==> config.mk <==
export PLATFORM = sky130hd
export DESIGN_NAME = demux_1to5_reg
export DESIGN_NICKNAME = d
export VERILOG_FILES = /design/src/rtl/demux_1to5_reg.sv
export SDC_FILE = /design/constraint.sdc
export NUM_CORES = 1
export LEC_CHECK = 0
export ABC_CLOCK_PERIOD_IN_PS = 2000
export CELL_PAD_IN_SITES_DETAIL_PLACEMENT = 1
export CELL_PAD_IN_SITES_GLOBAL_PLACEMENT = 2
export CORE_ASPECT_RATIO = 1.5
export CORE_UTILIZATION = 34
export DETAILED_ROUTE_END_ITERATION = 6
export PLACE_DENSITY = 0.77
export SLEW_MARGIN = 20
export SYNTH_ARGS = -nofsm -noshare
export SYNTH_HDL_FRONTEND = slang
export SYNTH_SLANG_ARGS = --single-unit
==> constraint.sdc <==
create_clock -name clk -period 2 [get_ports clk]
set_input_delay 0.4 -clock clk [delete_from_list [all_inputs] [get_ports clk]]
set_output_delay 0.4 -clock clk [all_outputs]
set_load 0.05 [all_outputs]
==> src/rtl/demux_1to5_reg.sv <==
// Routes a 16-bit write to one of five holding registers, or broadcasts it to all five one per cycle.
// Single write lands 1 edge after acceptance; a broadcast fills a..e over 5 edges; wr_en is ignored while busy.
module demux_1to5_reg (
  input  logic        clk,
  input  logic        reset_n,
  input  logic [15:0] in,
  input  logic [2:0]  sel,
  input  logic        wr_en,
  input  logic        bcast,
  input  logic        err_clr,
  output logic [15:0] a,
  output logic [15:0] b,
  output logic [15:0] c,
  output logic [15:0] d,
  output logic [15:0] e,
  output logic [4:0]  upd,
  output logic        wr_ack,
  output logic        busy,
  output logic        err
);

  typedef enum logic {IDLE = 1'b0, BCAST = 1'b1} state_t;

  state_t      state;
  state_t      state_nxt;
  logic [2:0]  cnt;
  logic [15:0] hold;
  logic [15:0] regs [5];

  logic [4:0]  we;
  logic [15:0] wdata;
  logic        ack_nxt;
  logic        err_set;
  logic        accept_bc;

  always_ff @(posedge clk or negedge reset_n) begin
    if (!reset_n) begin
      state <= IDLE;
      busy  <= 1'b0;
    end else begin
      state <= state_nxt;
      busy  <= (state_nxt == BCAST);
    end
  end

  always_comb begin
    state_nxt = state;
    case (state)
      IDLE:    if (wr_en && bcast) state_nxt = BCAST;
      BCAST:   if (cnt == 3'd4)    state_nxt = IDLE;
      default: state_nxt = IDLE;
    endcase
  end

  // Broadcast writes come from hold, so later changes on in cannot leak into a..e.
  always_comb begin
    we        = 5'b00000;
    wdata     = in;
    ack_nxt   = 1'b0;
    err_set   = 1'b0;
    accept_bc = 1'b0;
    case (state)
      IDLE: begin
        if (wr_en) begin
          if (bcast) begin
            accept_bc = 1'b1;
          end else if (sel <= 3'd4) begin
            we      = 5'b00001 << sel;
            ack_nxt = 1'b1;
          end else begin
            err_set = 1'b1;
          end
        end
      end
      BCAST: begin
        wdata   = hold;
        we      = 5'b00001 << cnt;
        ack_nxt = (cnt == 3'd4);
      end
      default: ;
    endcase
  end

  always_ff @(posedge clk or negedge reset_n) begin
    if (!reset_n) begin
      upd    <= 5'b00000;
      wr_ack <= 1'b0;
      err    <= 1'b0;
      hold   <= 16'h0000;
      cnt    <= 3'd0;
      for (int k = 0; k < 5; k++) regs[k] <= 16'h0000;
    end else begin
      upd    <= we;
      wr_ack <= ack_nxt;
      // An illegal select at the same edge as err_clr leaves err set.
      err    <= err_set | (err & ~err_clr);
      if (accept_bc) begin
        hold <= in;
        cnt  <= 3'd0;
      end else if (state == BCAST) begin
        cnt  <= cnt + 3'd1;
      end
      for (int k = 0; k < 5; k++) begin
        if (we[k]) regs[k] <= wdata;
      end
    end
  end

  assign a = regs[0];
  assign b = regs[1];
  assign c = regs[2];
  assign d = regs[3];
  assign e = regs[4];

endmodule

==> results by group, run 1 <==
Clocking
  • CTS Buf Count: 9
  • Clock Root Buffer: clkbuf_16
  • CTS Buffer Depth: 2
  • TritonCTS clock tree: yes
  • Worst-skew pair later-pin latency: ~0.34 ns
  • Post-CTS resize count: 0
  • CTS clk-pin slew, worst paths: 0.07 ns
  • CTS H-tree lvls: 3
  • CTS sink count: 107
  • # hold bufs at CTS: 1
  • Post-CTS Setup Repair Bufs: 0

Global route
  • Vias in the first global route: 2997
  • Largest net degree at the start of global routing: 37
  • Initial antenna violation count: 0
  • First-pass GRT wire length: 17.13 mm
  • Grt ovf: 0
  • Tot GR Track Use: 17.46%

Placement
  • RePlAce Congestion: 0.7370
  • DPL Wire Length: 7.590 mm
  • Input/output buffers: 111

Synth
  • Syn Nets: 299
  • Post-synthesis sequential area ratio: between 60% and 70%
  • Yosys top cell by area: dfrtp_1
  • Synth area leaders: dfrtp_1, mux2_2, mux2_4
  • Yosys cell types: 25
  • YS warnings: 0
  • Post-synthesis register bit count: 107
  • Mapped Avg Cell Area: 16.38 sq um
  • Synth Instances: 270
  • Post-synthesis cell area: 4423 sq um
  • Post-synth top area share: 60.54%

Finish
  • Ant diodes: 0
  • Most common cell after layout, fill and taps aside: dfrtp_1
  • Layout cells sized above 1: 35.98%
  • Fill cells: about 1300
  • Commonest non-fill, non-tap cells in the layout: dfrtp_1, clkdlybuf4s50_1, mux2_2
  • Layout overhead on the synthesized area: 39.35%
  • Multi-input gate area: 1577 sq um
  • Fin nets: 428
  • Register Area: approximately 2700 sq um

Job
  • Max Cap Viol: 0

Critical path
  • Worst EP arrival: 1.55 ns
  • CP peak stage delay: 0.83 ns
  • Critical path data required time: 1.60 ns
  • CP endpoint kind: output pin
  • Worst-path fanout max: 2
  • Slowest cell on the critical path: clkdlybuf4s50_1
  • WS Path Type: flip-flop to output pin
  • CP delay by family, top: buffers and inverters
  • CP bufs+invs: 1
  • Cells along the critical path: clkdlybuf4s50_1
  • Critical Path Start Type: flip-flop

Route
  • Via count: 2697
  • DR DRC count: 0
  • DR pass1 iterations: 4
  • Post-route ant nets: 0
  • Detail-routed net length per standard cell: 19.35 um
  • Initial DRC count: 43
  • WL final: ~11 mm
  • DR vias/cell: roughly 4.8

Floorplanning
  • Row cnt: 50
  • Initial Util: 35.17%
  • Die footprint: 13480 sq um
  • Core area: 12570 sq um
  • Die Wd: 95.13 um
  • I/O pins: around 110
  • Die Span Y: about 140 um

STA
  • Pins Over Slew Limit: 0
  • Max Freq: roughly 510 MHz
  • TNS Setup: 0 ns
  • Worst clock skew: roughly 0.0057 ns
  • Fin crit share: 97.29%
  • Fin crit period: ~1.9 ns
  • Final setup fails: 0
  • Fin. Hold Viols: 0
  • Unrepaired setup endpoints after global routing: no
  • Rel. slew slack: 64.38%
  • Worst slew pin tran: 0.5327 ns

Run status
  • Outcome: finished, final reports clean

Min path
  • Hold WC Path Type: flip-flop to flip-flop
-- cell usage after synthesis, drive strengths merged --
| cell | n |
|---|---|
| nand3 | 5 |
| o21a | 1 |
| nor2b | 2 |
| nand2 | 3 |
| and4bb | 2 |
| mux2 | 112 |
| nor2 | 1 |
| o22ai | 1 |
| nor4b | 1 |
| a21boi | 2 |
| dfrtp | 107 |
| o21ai | 5 |
| buf | 12 |
| a22o | 4 |
| ha | 5 |
| inv | 7 |
-- flip-flops by register name (all words and copies together) (netlist names), 3 cells and up --
signal / flops
cnt: 3
b: 16
d: 16
a: 16
e: 16
c: 16
upd: 5
hold: 16
-- kinds of logic after synthesis --
logic type,count (synthesis),synth area share [%]
AOI/OAI and AO/OA,13,2.122
adders and majority gates,5,1.414
DFF,107,60.54
muxes,112,30.04
buffers and inverters,19,3.819
and+or+nand+nor,14,2.065
-- metal layers --
metal  vias to the layer above  GRT usage, %  wire length, um
li1                       1214             -                -
met1                      1408         20.52             4301
met2                        66         30.60             5890
met3                         9         3.751              463
met4                         0         6.459              159
met5                         -             0                0
-- final cells by class --
| class | count | area share (%) |
|---|---|---|
| flip-flops and latches | 107 | 43.44 |
| multi-input cells | 144 | 25.58 |
| repair buffers | 130 | 21.76 |
| clock buffers | 10 | 3.877 |
| well taps | 156 | 3.167 |
| clock inverters | 5 | 1.746 |
| inverters | 7 | 0.4263 |
-- metrics by stage --
stage	hold slack (ns)	area, sq um	util [%]	worst slack [ns]	instances
floorplan	0.1044	4423	-	0.1627	270
global placement	0.3353	5807	46.18	-0.2700	543
detailed placement	0.3383	5807	46.18	-0.2921	543
CTS	0.5042	6163	49.01	0.02635	559
global route	0.5196	6163	49.01	0.004014	559
finish	0.4997	6163	49.01	0.05420	559
-- worst paths after layout --
check                         to  depth (start not counted)  slack (ns)    start
max                        c[12]                          1        0.05    c[12]
min                         b[2]                          1        0.50     b[2]
max reg2reg                e[10]                          6        0.24   cnt[0]
min reg2reg                 b[2]                          1        0.50     b[2]
max in group asynchronous  e[10]                          3        0.88  reset_n
min in group asynchronous   e[4]                          2        0.51  reset_n
Power of run 1 is left out: the tool's default activity adds up to more than one toggle a clock period on the data nets, which glitch-free logic cannot reach.
==> run 2, diff against run 1 <==
Settings changed: CTS_BUF_LIST set to sky130_fd_sc_hd__clkbuf_8 sky130_fd_sc_hd__clkbuf_16.
==> results of run 2 <==
Same layout as run 1: the final DEF is identical, and so are final timing and power.
Power of run 2 is left out for the same reason.
==> run 3, diff against run 2 <==
Settings changed: CORE_MARGIN set to 1.
==> results of run 3 <==
Same layout as run 1: the final DEF is identical, and so are final timing and power.
Power of run 3 is left out for the same reason.
==> edit 1 (config.mk and constraints of run 1) <==
Register the output `err` once more, without a reset; this adds one clock of latency there. The other outputs are not delayed to match.
--- a/src/rtl/demux_1to5_reg.sv
+++ b/src/rtl/demux_1to5_reg.sv
@@ -20,6 +20,8 @@
 );
 
   typedef enum logic {IDLE = 1'b0, BCAST = 1'b1} state_t;
+
+  logic err_s0;
 
   state_t      state;
   state_t      state_nxt;
@@ -85,7 +87,7 @@
     if (!reset_n) begin
       upd    <= 5'b00000;
       wr_ack <= 1'b0;
-      err    <= 1'b0;
+      err_s0 <= 1'b0;
       hold   <= 16'h0000;
       cnt    <= 3'd0;
       for (int k = 0; k < 5; k++) regs[k] <= 16'h0000;
@@ -93,7 +95,7 @@
       upd    <= we;
       wr_ack <= ack_nxt;
       // An illegal select at the same edge as err_clr leaves err set.
-      err    <= err_set | (err & ~err_clr);
+      err_s0 <= err_set | (err_s0 & ~err_clr);
       if (accept_bc) begin
         hold <= in;
         cnt  <= 3'd0;
@@ -112,5 +114,9 @@
   assign d = regs[3];
   assign e = regs[4];
 
+  always_ff @(posedge clk) begin
+    err <= err_s0;
+  end
+
 endmodule
 
Behaviour: not the same (Yosys sat finds a counterexample within 4 cycles, from zero or initial values and one cycle with reset_n low).
==> edit 1 against run 1 <==
  * Synthesized cell count increased by 0.37%
  * Core utilization down 0.064 points
  * Area after synthesis up 0.45%
  * Cell area rose by 0.37%
  * Sequential cell count up 1
  * Worst setup slack improved by 0.0030 ns
  * Wire length is 3.4% lower
  * Critical path type unchanged
Power is left out: the tool's default activity adds up to more than one toggle a clock period on the data nets, which glitch-free logic cannot reach.
==> edit 1: results (changes against run 1) <==
| Metric | Value |
|---|---|
| Nets | `428 (unchanged)` |
| Slew margin rel. | `0.631 (-0.0132)` |
| Setup WS pre-CTS | `-0.199 ns (+0.0931 ns)` |
| Crit path max-delay family | `buffers and inverters` |
| Total GRT Usage | `0.168 (-0.00689)` |
| Largest net degree at the start of global routing | `70 (+89%)` |
| Vias in the first global route | `2998 (+0.033%)` |
| Run status | `complete, no violations` |
| Post-synthesis mux area share | `0.299 (-0.00135)` |
| Post-synthesis adder-cell area fraction | `0.0141 (-0.0000637)` |
| WL final | `10.4 mm (-3.4%)` |
| Fraction of layout cells with a size suffix above 1 | `0.359 (-0.000891)` |
| Register area share after synthesis | `0.607 (+0.00178)` |
| Post-DP HPWL | `7.73 mm (+1.9%)` |
| Clock buffer depth | `2 (unchanged)` |
| Post-Synthesis Net Count | `300 (+0.33%)` |
| Global-route wire length before repair | `16.9 mm (-1.2%)` |
| Data arrival time of the critical path | `1.54 ns` |
| Worst-case reg-to-reg path depth | `6 (unchanged)` |
| Clk_skew | `0.0110 ns (+0.00537 ns)` |
| Fill count | `1279 (+0.95%)` |
| H-tree Lvls | `3 (unchanged)` |
| Main area contributors after synthesis | `dfrtp_1, mux2_2, mux2_4, mux2_1, buf_6` |
| First drt pass iteration count | `4 (unchanged)` |
| Ys async rst share | `0.991 (-0.00926)` |
| Initial drt markers | `107 (+150%)` |
| Final Wtd Congestion | `0.705 (-4.3%)` |
| Vias per cell | `4.84 (+0.38%)` |
| Placed instance count | `544 (+0.18%)` |
| Routed len/inst | `18.7 um (-3.6%)` |
| Compound-gate portion of the synthesized area | `0.0211 (-0.0000956)` |
| Worst hold path class | `input port to async pin` |
| Netlist cell types | `26 (+4.0%)` |
| Mean Syn Cell Area | `16.4 um^2 (about the same)` |
==> edit 1: cell types whose count changed after synthesis, sizes merged <==
cell,change
dfxtp,+1
==> edit 1: cell families (layout without fill, tap and decap cells) <==
family | count (synthesis) | after routing
flops | 108 | 108
fa+ha+maj | 5 | 5
compound gates | 13 | 13
buf+inv | 19 | 152
mux | 112 | 112
simple gates | 14 | 14
==> edit 1: final timing paths <==
kind / start / to / slack, ns
worst min-delay path: reset_n / hold[12]$_DFFE_PN0P_ / 0.02
worst max-delay path: e[6]$_DFFE_PN0P_ / e[6] / 0.06
max in group asynchronous: reset_n / hold[15]$_DFFE_PN0P_ / 1.62
worst min register to register: err_s0$_DFF_PN0_ / err$_DFF_P_ / 0.38
min in group clk: err_s0$_DFF_PN0_ / err$_DFF_P_ / 0.38
worst max register to register: cnt[0]$_DFFE_PN0P_ / e[5]$_DFFE_PN0P_ / 0.22
==> edit 1: layout make-up <==
cell class                      count  share of cell area
Sequential cell                   108               0.436
Clock buffer                        9              0.0364
Timing Repair Buffer              129               0.218
Multi-Input combinational cell    144               0.255
Tap cell                          156              0.0316
Clock inverter                      7              0.0188
Inverter                            7             0.00425
==> edit 1: layer usage <==
metal  wire (um)  up-vias  track usage
li1            -     1215            -
met1        4270     1404        0.208
met2        5450       82        0.288
met3         614       11       0.0363
met4         111        0       0.0502
met5           0        -            0
==> edit 1: through the flow <==
stage | utilization | setup TNS (ns) | area [um^2]
after global routing | 0.490 | 0 | 6190
after detailed placement | 0.462 | -11.65 | 5840
after global placement | 0.462 | -10.92 | 5840
final | 0.490 | 0 | 6190
after floorplan | - | 0 | 4440
after CTS | 0.489 | 0 | 6180
==> edit 2 (config.mk and constraints of run 1) <==
Without the edit above. Reset style: synchronous (`reset_n`), changed in 2 clocked blocks.
--- a/src/rtl/demux_1to5_reg.sv
+++ b/src/rtl/demux_1to5_reg.sv
@@ -33,7 +33,7 @@
   logic        err_set;
   logic        accept_bc;
 
-  always_ff @(posedge clk or negedge reset_n) begin
+  always_ff @(posedge clk) begin
     if (!reset_n) begin
       state <= IDLE;
       busy  <= 1'b0;
@@ -81,7 +81,7 @@
     endcase
   end
 
-  always_ff @(posedge clk or negedge reset_n) begin
+  always_ff @(posedge clk) begin
     if (!reset_n) begin
       upd    <= 5'b00000;
       wr_ack <= 1'b0;
Function: differs if reset_n is asserted again (counterexample within 4 cycles, from zero or initial values and one cycle with reset_n low); with reset_n held inactive, the same outputs for 10 cycles.
==> edit 2 against run 1 <==
  * Area after synthesis down 11%
  * Critical path type unchanged
  * Worst setup slack better by 0.021 ns
  * Wire length is 3.8% lower
  * Sequential cell count did not move
  * Sequential share of layout area grew 6.8 points
  * Cell area decreased by 4.9%
==> edit 2: results (changes against run 1) <==
| Metric | Value |
|---|---|
| Initial drt markers | `94 (+120%)` |
| Register area share after synthesis | `0.750 (+0.145)` |
| WL final | `10.4 mm (-3.8%)` |
| Run status | `complete, no violations` |
| Post-Synth XOR/XNOR Area | `0.00223 (+0.00223)` |
| Vias in the first global route | `2847 (-5.0%)` |
| Post-synthesis adder-cell area fraction | `0.0159 (+0.00180)` |
| Placed instance count | `523 (-3.7%)` |
| Compound-gate portion of the synthesized area | `0.128 (+0.106)` |
| Clk_skew | `0.00602 ns (+0.000371 ns)` |
| GR Util met3 | `0.0217 (-0.0158)` |
| Critical Path Fanout Max | `1 (-1)` |
| Ys async rst share | `0 (-1.00)` |
| Layout Cells excl Fill | `544 (-2.7%)` |
| GR Layer Usage met1 | `0.180 (-0.0256)` |
| Reg2Reg Launch Point | `cnt[1]$_SDFFE_PP0P_` |
| Setup WS pre-CTS | `-0.231 ns (+0.0614 ns)` |
| Fraction of layout cells with a size suffix above 1 | `0.204 (-0.156)` |
| Tot Pwr | `~5300 uW` |
| Post-synthesis mux area share | `0.00542 (-0.295)` |
| Main area contributors after synthesis | `edfxtp_1, dfxtp_1, a22o_1, nor2b_1, a31oi_2` |
| Global-route wire length before repair | `15.9 mm (-7.0%)` |
| Nets | `421 (-1.6%)` |
| Top post-synthesis cells by count | `edfxtp_1, dfxtp_1, nor2b_1` |
| Post-synth EDFFs | `80 (+80)` |
| Worst slew pin tran | `0.533 ns (+0.00000709 ns)` |
-- edit 2: changes by cell type after synthesis, moves of 13 or more --
cell      before  now
edfxtp_1       0   80
a22o_1         3   16
dfrtp_1      107    0
mux2_2        84    0
dfxtp_1        0   27
a21oi_1        0   16
nor2b_1        2   21
mux2_4        18    0
-- edit 2: final timing paths --
kind / endpoint / slack [ns] / depth (start not counted)
hold / removal: hold[15]$_SDFFE_PN0P_ / 0.48 / 1
setup / recovery: a[3] / 0.08 / 1
hold reg to reg: hold[15]$_SDFFE_PN0P_ / 0.48 / 1
setup reg to reg: regs[0][45]$_DFFE_PP_ / 0.10 / 8
-- edit 2: layout make-up --
| type | instances | area share |
|---|---|---|
| Sequential cell | 107 | 0.502 |
| Clock buffer | 12 | 0.0420 |
| Timing Repair Buffer | 155 | 0.264 |
| Clock inverter | 4 | 0.00491 |
| Tap cell | 147 | 0.0314 |
| Inverter | 5 | 0.00320 |
| Multi-Input combinational cell | 114 | 0.153 |
